--- src/rtl/ysyx_220053_pkg.sv ---
// Shared types and constants for the IDU: ALU operation codes, RV64I opcodes
// and the decoded bundle carried from decode to execute.
package ysyx_220053_pkg;

    localparam int XLEN  = 64;
    localparam int DEPTH = 2;

    typedef enum logic [3:0] {
        ALU_ADD  = 4'd0,
        ALU_SUB  = 4'd1,
        ALU_SLL  = 4'd2,
        ALU_SLT  = 4'd3,
        ALU_SLTU = 4'd4,
        ALU_XOR  = 4'd5,
        ALU_SRL  = 4'd6,
        ALU_SRA  = 4'd7,
        ALU_OR   = 4'd8,
        ALU_AND  = 4'd9
    } alu_op_e;

    localparam logic [6:0]  OPC_OP_IMM  = 7'h13;
    localparam logic [6:0]  OPC_OP      = 7'h33;
    localparam logic [6:0]  OPC_LUI     = 7'h37;
    localparam logic [6:0]  OPC_SYSTEM  = 7'h73;
    localparam logic [31:0] EBREAK_INST = 32'h0010_0073;

    typedef struct packed {
        logic [XLEN-1:0] pc;
        logic [4:0]      rd;
        logic [4:0]      rs1;
        logic [4:0]      rs2;
        logic            wen;
        logic            alu_src_b;
        alu_op_e         alu_op;
        logic [XLEN-1:0] imm;
        logic            ebreak;
        logic            illegal;
    } idu_bundle_t;

endpackage

--- src/rtl/ysyx_220053_if.sv ---
// Fetch-side and execute-side handshake of the IDU; slave is the IDU itself.
interface ysyx_220053_if;
    import ysyx_220053_pkg::*;

    logic            in_valid;
    logic            in_ready;
    logic [31:0]     inst_i;
    logic [XLEN-1:0] pc_i;
    logic            out_valid;
    logic            out_ready;
    logic [XLEN-1:0] pc_o;
    logic [4:0]      rd;
    logic [4:0]      rs1;
    logic [4:0]      rs2;
    logic            wen;
    logic            ALUSrcB;
    logic [3:0]      ALUOp;
    logic [XLEN-1:0] imm;
    logic            ebreak;
    logic            illegal;

    modport slave (
        input  in_valid, inst_i, pc_i, out_ready,
        output in_ready, out_valid, pc_o, rd, rs1, rs2, wen, ALUSrcB, ALUOp,
               imm, ebreak, illegal
    );

    modport master (
        output in_valid, inst_i, pc_i, out_ready,
        input  in_ready, out_valid, pc_o, rd, rs1, rs2, wen, ALUSrcB, ALUOp,
               imm, ebreak, illegal
    );

endinterface

--- src/rtl/ysyx_220053_decoder.sv ---
// Combinational RV64I subset decoder: instruction word to EXU control bundle.
// The pc field is left zero; the queue owner fills it in.
module ysyx_220053_decoder
    import ysyx_220053_pkg::*;
(
    input  logic [31:0] inst,
    output idu_bundle_t bundle
);

    logic [6:0]      opcode;
    logic [2:0]      funct3;
    logic [6:0]      funct7;
    logic [XLEN-1:0] imm_i;
    logic [XLEN-1:0] imm_u;

    logic            legal;
    logic            is_ebreak;
    logic            src_b;
    alu_op_e         op;
    logic [XLEN-1:0] imm;
    logic [4:0]      rs1;

    assign opcode = inst[6:0];
    assign funct3 = inst[14:12];
    assign funct7 = inst[31:25];
    assign imm_i  = {{(XLEN-12){inst[31]}}, inst[31:20]};
    assign imm_u  = {{(XLEN-32){inst[31]}}, inst[31:12], 12'b0};

    always_comb begin
        legal     = 1'b0;
        is_ebreak = 1'b0;
        src_b     = 1'b0;
        op        = ALU_ADD;
        imm       = '0;
        rs1       = inst[19:15];
        case (opcode)
            OPC_OP_IMM: begin
                legal = 1'b1;
                src_b = 1'b1;
                imm   = imm_i;
                case (funct3)
                    3'b000: op = ALU_ADD;
                    3'b001: begin
                        op    = ALU_SLL;
                        legal = (inst[31:26] == 6'b000000);
                    end
                    3'b010: op = ALU_SLT;
                    3'b011: op = ALU_SLTU;
                    3'b100: op = ALU_XOR;
                    3'b101: begin
                        op    = inst[30] ? ALU_SRA : ALU_SRL;
                        legal = (inst[31:26] == 6'b000000) || (inst[31:26] == 6'b010000);
                    end
                    3'b110: op = ALU_OR;
                    default: op = ALU_AND;
                endcase
            end
            OPC_OP: begin
                legal = (funct7 == 7'b0000000);
                case (funct3)
                    3'b000: begin
                        op = ALU_ADD;
                        if (funct7 == 7'b0100000) begin
                            op    = ALU_SUB;
                            legal = 1'b1;
                        end
                    end
                    3'b001: op = ALU_SLL;
                    3'b010: op = ALU_SLT;
                    3'b011: op = ALU_SLTU;
                    3'b100: op = ALU_XOR;
                    3'b101: begin
                        op = ALU_SRL;
                        if (funct7 == 7'b0100000) begin
                            op    = ALU_SRA;
                            legal = 1'b1;
                        end
                    end
                    3'b110: op = ALU_OR;
                    default: op = ALU_AND;
                endcase
            end
            OPC_LUI: begin
                legal = 1'b1;
                rs1   = 5'd0;
                src_b = 1'b1;
                imm   = imm_u;
            end
            OPC_SYSTEM: begin
                if (inst == EBREAK_INST) begin
                    legal     = 1'b1;
                    is_ebreak = 1'b1;
                end
            end
            default: ;
        endcase
        // Illegal words still travel down the pipe, but as a harmless no-op
        if (!legal) begin
            op    = ALU_ADD;
            src_b = 1'b0;
            imm   = '0;
        end
    end

    always_comb begin
        bundle           = '0;
        bundle.rd        = inst[11:7];
        bundle.rs1       = rs1;
        bundle.rs2       = inst[24:20];
        bundle.wen       = legal && !is_ebreak && (inst[11:7] != 5'd0);
        bundle.alu_src_b = src_b;
        bundle.alu_op    = op;
        bundle.imm       = imm;
        bundle.ebreak    = is_ebreak;
        bundle.illegal   = !legal;
    end

endmodule

--- src/rtl/ysyx_220053_idu.sv ---
// Decode stage: combinational decode into a two-entry bundle queue so fetch
// and execute can each move one instruction per cycle.
module ysyx_220053_idu
    import ysyx_220053_pkg::*;
(
    input  logic           clk,
    input  logic           rst,
    ysyx_220053_if.slave   bus
);

    localparam logic [1:0] FULL_CNT = 2'(DEPTH);

    idu_bundle_t dec;
    idu_bundle_t entry;
    idu_bundle_t head;
    idu_bundle_t mem [0:DEPTH-1];

    logic       head_ptr;
    logic       tail_ptr;
    logic [1:0] count;
    logic       push;
    logic       pop;

    ysyx_220053_decoder u_decoder (
        .inst   (bus.inst_i),
        .bundle (dec)
    );

    always_comb begin
        entry    = dec;
        entry.pc = bus.pc_i;
    end

    // in_ready comes only from the registered count, never from out_ready
    assign bus.in_ready  = (count < FULL_CNT);
    assign bus.out_valid = (count != 2'd0);
    assign push          = bus.in_valid && bus.in_ready;
    assign pop           = bus.out_valid && bus.out_ready;

    always_ff @(posedge clk or posedge rst) begin
        if (rst) begin
            head_ptr <= 1'b0;
            tail_ptr <= 1'b0;
            count    <= 2'd0;
            for (int i = 0; i < DEPTH; i++) begin
                mem[i] <= '0;
            end
        end else begin
            if (push) begin
                mem[tail_ptr] <= entry;
                tail_ptr      <= ~tail_ptr;
            end
            if (pop) begin
                head_ptr <= ~head_ptr;
            end
            case ({push, pop})
                2'b10:   count <= count + 2'd1;
                2'b01:   count <= count - 2'd1;
                default: count <= count;
            endcase
        end
    end

    assign head = bus.out_valid ? mem[head_ptr] : '0;

    assign bus.pc_o    = head.pc;
    assign bus.rd      = head.rd;
    assign bus.rs1     = head.rs1;
    assign bus.rs2     = head.rs2;
    assign bus.wen     = head.wen;
    assign bus.ALUSrcB = head.alu_src_b;
    assign bus.ALUOp   = head.alu_op;
    assign bus.imm     = head.imm;
    assign bus.ebreak  = head.ebreak;
    assign bus.illegal = head.illegal;

endmodule

--- src/flat_wrapper.sv ---
// flat-port wrapper written by rule: the top's interface ports become plain ports
module ysyx_220053_idu_flat import ysyx_220053_pkg::*;
  (clk, rst, bus_in_valid, bus_inst_i, bus_pc_i, bus_out_ready, bus_in_ready, bus_out_valid, bus_pc_o, bus_rd, bus_rs1, bus_rs2, bus_wen, bus_ALUSrcB, bus_ALUOp, bus_imm, bus_ebreak, bus_illegal);
  ysyx_220053_if bus_i ();
  input  logic clk;
  input  logic rst;
  input wire logic [$bits(bus_i.in_valid)-1:0] bus_in_valid;
  input wire logic [$bits(bus_i.inst_i)-1:0] bus_inst_i;
  input wire logic [$bits(bus_i.pc_i)-1:0] bus_pc_i;
  input wire logic [$bits(bus_i.out_ready)-1:0] bus_out_ready;
  output wire logic [$bits(bus_i.in_ready)-1:0] bus_in_ready;
  output wire logic [$bits(bus_i.out_valid)-1:0] bus_out_valid;
  output wire logic [$bits(bus_i.pc_o)-1:0] bus_pc_o;
  output wire logic [$bits(bus_i.rd)-1:0] bus_rd;
  output wire logic [$bits(bus_i.rs1)-1:0] bus_rs1;
  output wire logic [$bits(bus_i.rs2)-1:0] bus_rs2;
  output wire logic [$bits(bus_i.wen)-1:0] bus_wen;
  output wire logic [$bits(bus_i.ALUSrcB)-1:0] bus_ALUSrcB;
  output wire logic [$bits(bus_i.ALUOp)-1:0] bus_ALUOp;
  output wire logic [$bits(bus_i.imm)-1:0] bus_imm;
  output wire logic [$bits(bus_i.ebreak)-1:0] bus_ebreak;
  output wire logic [$bits(bus_i.illegal)-1:0] bus_illegal;
  assign bus_i.in_valid = bus_in_valid;
  assign bus_i.inst_i = bus_inst_i;
  assign bus_i.pc_i = bus_pc_i;
  assign bus_i.out_ready = bus_out_ready;
  assign bus_in_ready = bus_i.in_ready;
  assign bus_out_valid = bus_i.out_valid;
  assign bus_pc_o = bus_i.pc_o;
  assign bus_rd = bus_i.rd;
  assign bus_rs1 = bus_i.rs1;
  assign bus_rs2 = bus_i.rs2;
  assign bus_wen = bus_i.wen;
  assign bus_ALUSrcB = bus_i.ALUSrcB;
  assign bus_ALUOp = bus_i.ALUOp;
  assign bus_imm = bus_i.imm;
  assign bus_ebreak = bus_i.ebreak;
  assign bus_illegal = bus_i.illegal;
  ysyx_220053_idu u_core (.clk(clk), .rst(rst), .bus(bus_i));
endmodule
--- config.mk ---
export PLATFORM = sky130hd
export DESIGN_NAME = ysyx_220053_idu_flat
export DESIGN_NICKNAME = d
export VERILOG_FILES = /design/src/rtl/ysyx_220053_pkg.sv /design/src/rtl/ysyx_220053_if.sv /design/src/rtl/ysyx_220053_decoder.sv /design/src/rtl/ysyx_220053_idu.sv /design/src/flat_wrapper.sv
export SDC_FILE = /design/constraint.sdc
export NUM_CORES = 1
export LEC_CHECK = 0
export BUFFER_PORTS_ARGS = -buffer_cell sky130_fd_sc_hd__buf_2
export CORE_MARGIN = 8
export CORE_UTILIZATION = 42
export DETAILED_ROUTE_END_ITERATION = 8
export PLACE_DENSITY = 0.68
export SLEW_MARGIN = 10
export SYNTH_ARGS = -nofsm -noshare
export SYNTH_HDL_FRONTEND = slang
export SYNTH_HIERARCHICAL = 1
export SYNTH_SLANG_ARGS = --single-unit
--- constraint.sdc ---
create_clock -name clk -period 25.6 [get_ports clk]
set_input_delay 3.84 -clock clk [delete_from_list [all_inputs] [get_ports clk]]
set_output_delay 3.84 -clock clk [all_outputs]
set_load 0.05 [all_outputs]
==> results.toml, run 1 <==
[floorplan]
total_core_area_um2 = 34370
die_boundary_width_um = 202.2
die-area_um2 = 40880
io_pins = 253
start_util_pct = 42.36
floorplan.rows = 68
die-height_um = 202.2

[cts]
cts_tree = "done"
worst_setup_hold_path_clk_slew_ns = 0.05
ctsLongestPathBuffers = 3
ctsRootBufferMaster = "clkbuf_16"
post_cts_resized = 0
clkSinkCount = 306
post_cts.repair.setup_buffers = 0
cts_hold_buf = 0
clock_tree.htree_level_count = 2
insertion_delay_of_the_later_clocked_pin_in_the_worst_skew_pair_ns = 0.52
numCtsBuffers = 36

[finish]
post_route_cells_drive_above_1_share_pct = 39.93
flow.area_growth_from_synthesis_pct = 16.18
final_common_cell = "dfrtp_1"
finalNetCount = 1414
top_library_cells_by_usage_in_the_layout_fill_and_taps_aside = "dfrtp_1, buf_2, mux2_2, nor2_1, mux2i_1"

[sta]
min_period_ns = 7.215
tns_ns = 0
fmax_ghz = 0.1386
timing.hold.ws_ns = 0.4854
transition_time_of_the_tightest_slew_check_pin_ns = 1.128
grt_setup_unrepaired = "false"
max-slew-margin-rel_pct = 24.74
setup_violations = 0
slew_violations = 0
hold_violations = 0
final.setup_skew_ns = 0.02083
final_min_period_over_clock_period_pct = 28.19

[routing]
route.antenna.remaining_nets = 0
routedWlPerCell_um = 18.79
vias = 9109
routed_wirelength_um = 33650
drt_iter0_markers = 388
drt_first_pass_iters = 6
vias_per_cell = 5.086
drc = 0

[placement]
port_buffers = 252
gpl.final_weighted_congestion = 0.7990
place_hpwl_um = 22280

[critical_path]
timing.critical_path.fanout_max = 46
timing.critical_path.required_ns = 21.76
worst_setup_path_end_kind = "output port"
path_cells = "buf_4 > buf_4 > mux2i_1 > nor2_1 > buf_2"
critPathMostFrequentCell = "buf_4"
timing.critical_path.from_type = "register"
worstSetupPathType = "register to output port"
cp_data_arrival_time_ns = 3.38
timing.critical_path.slowest_stage_cell = "dfrtp_4"
reg2reg_setup_slack_ns = 22.63
timing.critical_path.slowest_cell_delay_ns = 0.72

[power_and_ir_drop]
vdd.ir_drop.worst_uv = 118.9
power.total_uw = 2206
power.static_leakage_uw = 0.008830
pwr_density_cell_nw_per_um2 = 130.4

[synthesis]
netlist_area_um2 = 14560
syn_nets = 1227
syn_avg_cell_area_um2 = 12.93
post_synth_inst_count = 1126
synth-warning-count = 6

[global_route]
grt_antenna_before_repair = 3
grt_start_max_net_pins = 88
global_route.usage.total_pct = 16.41
first_global_vias = 9917
groute.layer.met3.usage_pct = 4.531
grt_pass1_wl_um = 55320
global_route.usage.met2_pct = 25.06
grtUsageMet1_pct = 22.88
global_route.overflow_total = 0
top_usage_layer = "met2"

[run_status]
result_of_the_run = "complete, no violations"

[run]
drv_cap = 0

[min_path]
min_path_type = "register to register"
[power breakdown]
part	internal, uW	switching (uW)	total, uW
registers	622	75.7	698
logic	323	703	1030
clock network	291	191	482
[stage by stage]
step / cells / worst slack [ns] / util, % / instance area (um^2)
floorplan: 1126 / 13.30 / - / 14560
global placement: 1729 / 18.75 / 45.88 / 15770
detailed placement: 1729 / 18.72 / 45.88 / 15770
CTS: 1789 / 18.32 / 49.13 / 16890
global route: 1791 / 18.23 / 49.22 / 16920
finish: 1791 / 18.38 / 49.22 / 16920
[layer usage]
metal  part of all wire [%]  wire length, um
met2                     45            15280
met4                    1.5              506
met1                     47            15790
met5                  0.068               23
met3                    6.1             2048
[sequential cells by signal, indices dropped and copies added (netlist names)]
| signal | cells |
|---|---|
| u_core/head_ptr | 1 |
| u_core/mem | 302 |
| u_core/count | 2 |
| u_core/tail_ptr | 1 |
[worst max-delay path, delay by kind of cell, from the launching register on]
family | cells | cell delay (ns)
AND/OR/NAND/NOR | 1 | 0.08
flip-flops | 1 | 0.72
multiplexers | 1 | 0.35
buffers and inverters | 3 | 1.60
[final timing paths]
check / startpoint / end / cells past startpoint
max in group asynchronous: rst / u_core/mem[162]$_DFFE_PP0P_ / 4
max: u_core/head_ptr$_DFFE_PP0P_ / bus_imm[57] / 5
min reg2reg: u_core/mem[241]$_DFFE_PP0P_ / u_core/mem[241]$_DFFE_PP0P_ / 1
min in group asynchronous: rst / u_core/mem[250]$_DFFE_PP0P_ / 2
min: u_core/mem[241]$_DFFE_PP0P_ / u_core/mem[241]$_DFFE_PP0P_ / 1
max reg2reg: u_core/count[1]$_DFFE_PP0P_ / u_core/mem[227]$_DFFE_PP0P_ / 4
[final cells by class]
cell class,instances,area [um^2]
diodes,1,2.502
clock buffers,51,1039
well taps,455,569.3
flip-flops and latches,306,7661
repair buffers,265,1379
inverters,6,30.03
fillers,3103,17460
clock inverters,9,77.57
multi-input cells,698,6160
Note: power is estimated with default switching activity, not from simulation.
==> run 2: changes to the inputs <==
ABC_AREA = 1   (was unset)
clock period = 7 ns   (was 25.6 ns; I/O delays follow)
==> run 2 against run 1 <==
Effect of this change: register-to-register slack lost 18 ns; count of clock-buffer cells in the layout rose by 1; critical path depth is the same; routed wire length up 20%; power grew to 3.4 times the previous value; clock power increased to 3.9 times the previous value; synthesized area up 1.3%.
==> results.toml, run 2 <==
[sta]
final.setup_skew_ns = 0.02411
setup_violations = 0
max-slew-margin-rel_pct = 26.80
grt_setup_unrepaired = "false"
fmax_ghz = 0.2275
min_period_ns = 4.395
slew_violations = 0
final_min_period_over_clock_period_pct = 62.79
hold_violations = 0
timing.hold.ws_ns = 0.4835
tns_ns = 0
transition_time_of_the_tightest_slew_check_pin_ns = 1.095

[run]
drv_cap = 0

[global_route]
grt_start_max_net_pins = 163
global_route.overflow_total = 0
first_global_vias = 12230
grt_antenna_before_repair = 2
grt_pass1_wl_um = 65620
global_route.usage.total_pct = 19.10

[critical_path]
path_delay_family = "buffers and inverters"
cp_data_arrival_time_ns = 3.34
path_cells = "inv_4 > buf_4 > nand2_1 > a21oi_1 > buf_2"
timing.critical_path.slowest_stage_cell = "dfrtp_4"
critical_r2r_launch = "u_core/count[0]$_DFFE_PP0P_"
worst_setup_path_end_kind = "output port"
timing.critical_path.fanout_max = 78
timing.critical_path.slowest_cell_delay_ns = 0.77
worstSetupPathType = "register to output port"
critical_path.n_buffers_inverters = 3
worstReg2RegEnd = "u_core/count[1]$_DFFE_PP0P_"
reg2reg_setup_slack_ns = 4.25
worst_r2r_path_depth = 8
timing.critical_path.required_ns = 5.95
timing.critical_path.from_type = "register"

[finish]
multiInputGateArea_um2 = 5329
fillCellCount = 3399
finalNetCount = 2111
antenna_cells_inserted = 0
flip_flop_count_of_the_largest_register_after_layout = 302
post_route_cells_drive_above_1_share_pct = 17.94
reg.largest.list = "u_core/mem x302, u_core/count x2"
registers.top_by_ff_count = "u_core/mem"
top_library_cells_by_usage_in_the_layout_fill_and_taps_aside = "nand2_1, dfrtp_1, o21ai_1, buf_2, inv_1"
final_common_cell = "nand2_1"
final-seq-area_um2 = 7661
final-instance-count-excl-fill = 2490
flow.area_growth_from_synthesis_pct = 14.54

[power_and_ir_drop]
pwr_density_cell_nw_per_um2 = 448.9
power.static_leakage_uw = 0.008273
vdd.ir_drop.worst_uv = 295.2

[synthesis]
syn_nets = 1974
synth-warning-count = 6
netlist_area_um2 = 14760
syn_avg_cell_area_um2 = 7.879
post_synth_inst_count = 1873

[cts]
clock_tree.htree_level_count = 2
insertion_delay_of_the_later_clocked_pin_in_the_worst_skew_pair_ns = 0.51
ctsRootBufferMaster = "clkbuf_16"
post_cts_resized = 0
cts_hold_buf = 0
worst_setup_hold_path_clk_slew_ns = 0.06
ctsLongestPathBuffers = 3
numCtsBuffers = 35
post_cts.repair.setup_buffers = 0
cts_tree = "done"
clkSinkCount = 306

[min_path]
min_path_cells = 2
min_path_type = "register to register"
startpoint_of_the_most_critical_hold_path = "u_core/mem[102]$_DFFE_PP0P_"
whs_endpoint = "u_core/mem[102]$_DFFE_PP0P_"

[floorplan]
start_util_pct = 42.72
floorplan.rows = 68
io_pins = 253
total_core_area_um2 = 34540
die_boundary_width_um = 203.5
die-area_um2 = 41390
die-height_um = 203.5

[routing]
vias_per_cell = 4.969
routedWlPerCell_um = 16.18
drc = 0
route.antenna.remaining_nets = 0
routed_wirelength_um = 40280
drt_iter0_markers = 976
vias = 12370
drt_first_pass_iters = 6

[placement]
port_buffers = 252
place_hpwl_um = 25570
gpl.final_weighted_congestion = 0.8364
dp.cells = 2428

[run_status]
result_of_the_run = "complete, no violations"
run 2: how the worst max path moves through the flow:
stage                                      startpoint                          end  slack [ns]  depth (start not counted)
final                     u_core/head_ptr$_DFFE_PP0P_                   bus_rs2[2]        2.61                          5
after global routing      u_core/head_ptr$_DFFE_PP0P_                   bus_rs2[2]        2.40                          5
after CTS                 u_core/head_ptr$_DFFE_PP0P_                   bus_rs2[1]        2.53                          5
after detailed placement  u_core/head_ptr$_DFFE_PP0P_                   bus_rs1[0]        3.10                          5
after global placement    u_core/head_ptr$_DFFE_PP0P_                   bus_rs2[2]        3.11                          5
after floorplan                                   rst  u_core/count[0]$_DFFE_PP0P_        1.88                          1
run 2: final cells by class:
| type | instances | area share (%) |
|---|---|---|
| sequential | 306 | 45.32 |
| tap | 455 | 3.368 |
| multi-input combinational | 1207 | 31.52 |
| timing repair buffer | 264 | 8.290 |
| clock buffer | 52 | 6.277 |
| inverter | 196 | 4.389 |
| clock inverter | 10 | 0.8290 |
run 2: metal layers:
metal  global-route usage, %  wire [um]  vias to the layer above
met2                   31.02      18840                      371
met5                       0         23                        -
met1                   26.09      17970                     5823
met3                   3.999       2773                       59
li1                        -          -                     6117
met4                   4.118        677                        4
run 2: worst min-delay path, stage by stage (launching register included):
cell     delay, ns
dfrtp_1       0.34
nand2_1       0.05
o21ai_0       0.06
run 2: where the power goes:
part | switching, uW | total (uW) | internal (uW)
Clock | 717 | 1880 | 1160
Sequential | 325 | 2560 | 2230
Combinational | 2450 | 3150 | 707
Total | 3490 | 7590 | 4100
run 2: stage by stage:
step                setup slack [ns]  utilization [%]  power [uW]  instance area [um^2]
CTS                            2.525            48.94        7682                 16900
floorplan                      1.879                -        5057                 14760
global placement               3.111            45.46        5712                 15700
detailed placement             3.096            45.46        5769                 15700
global route                   2.403            48.94        8060                 16900
finish                         2.605            48.94        7588                 16900
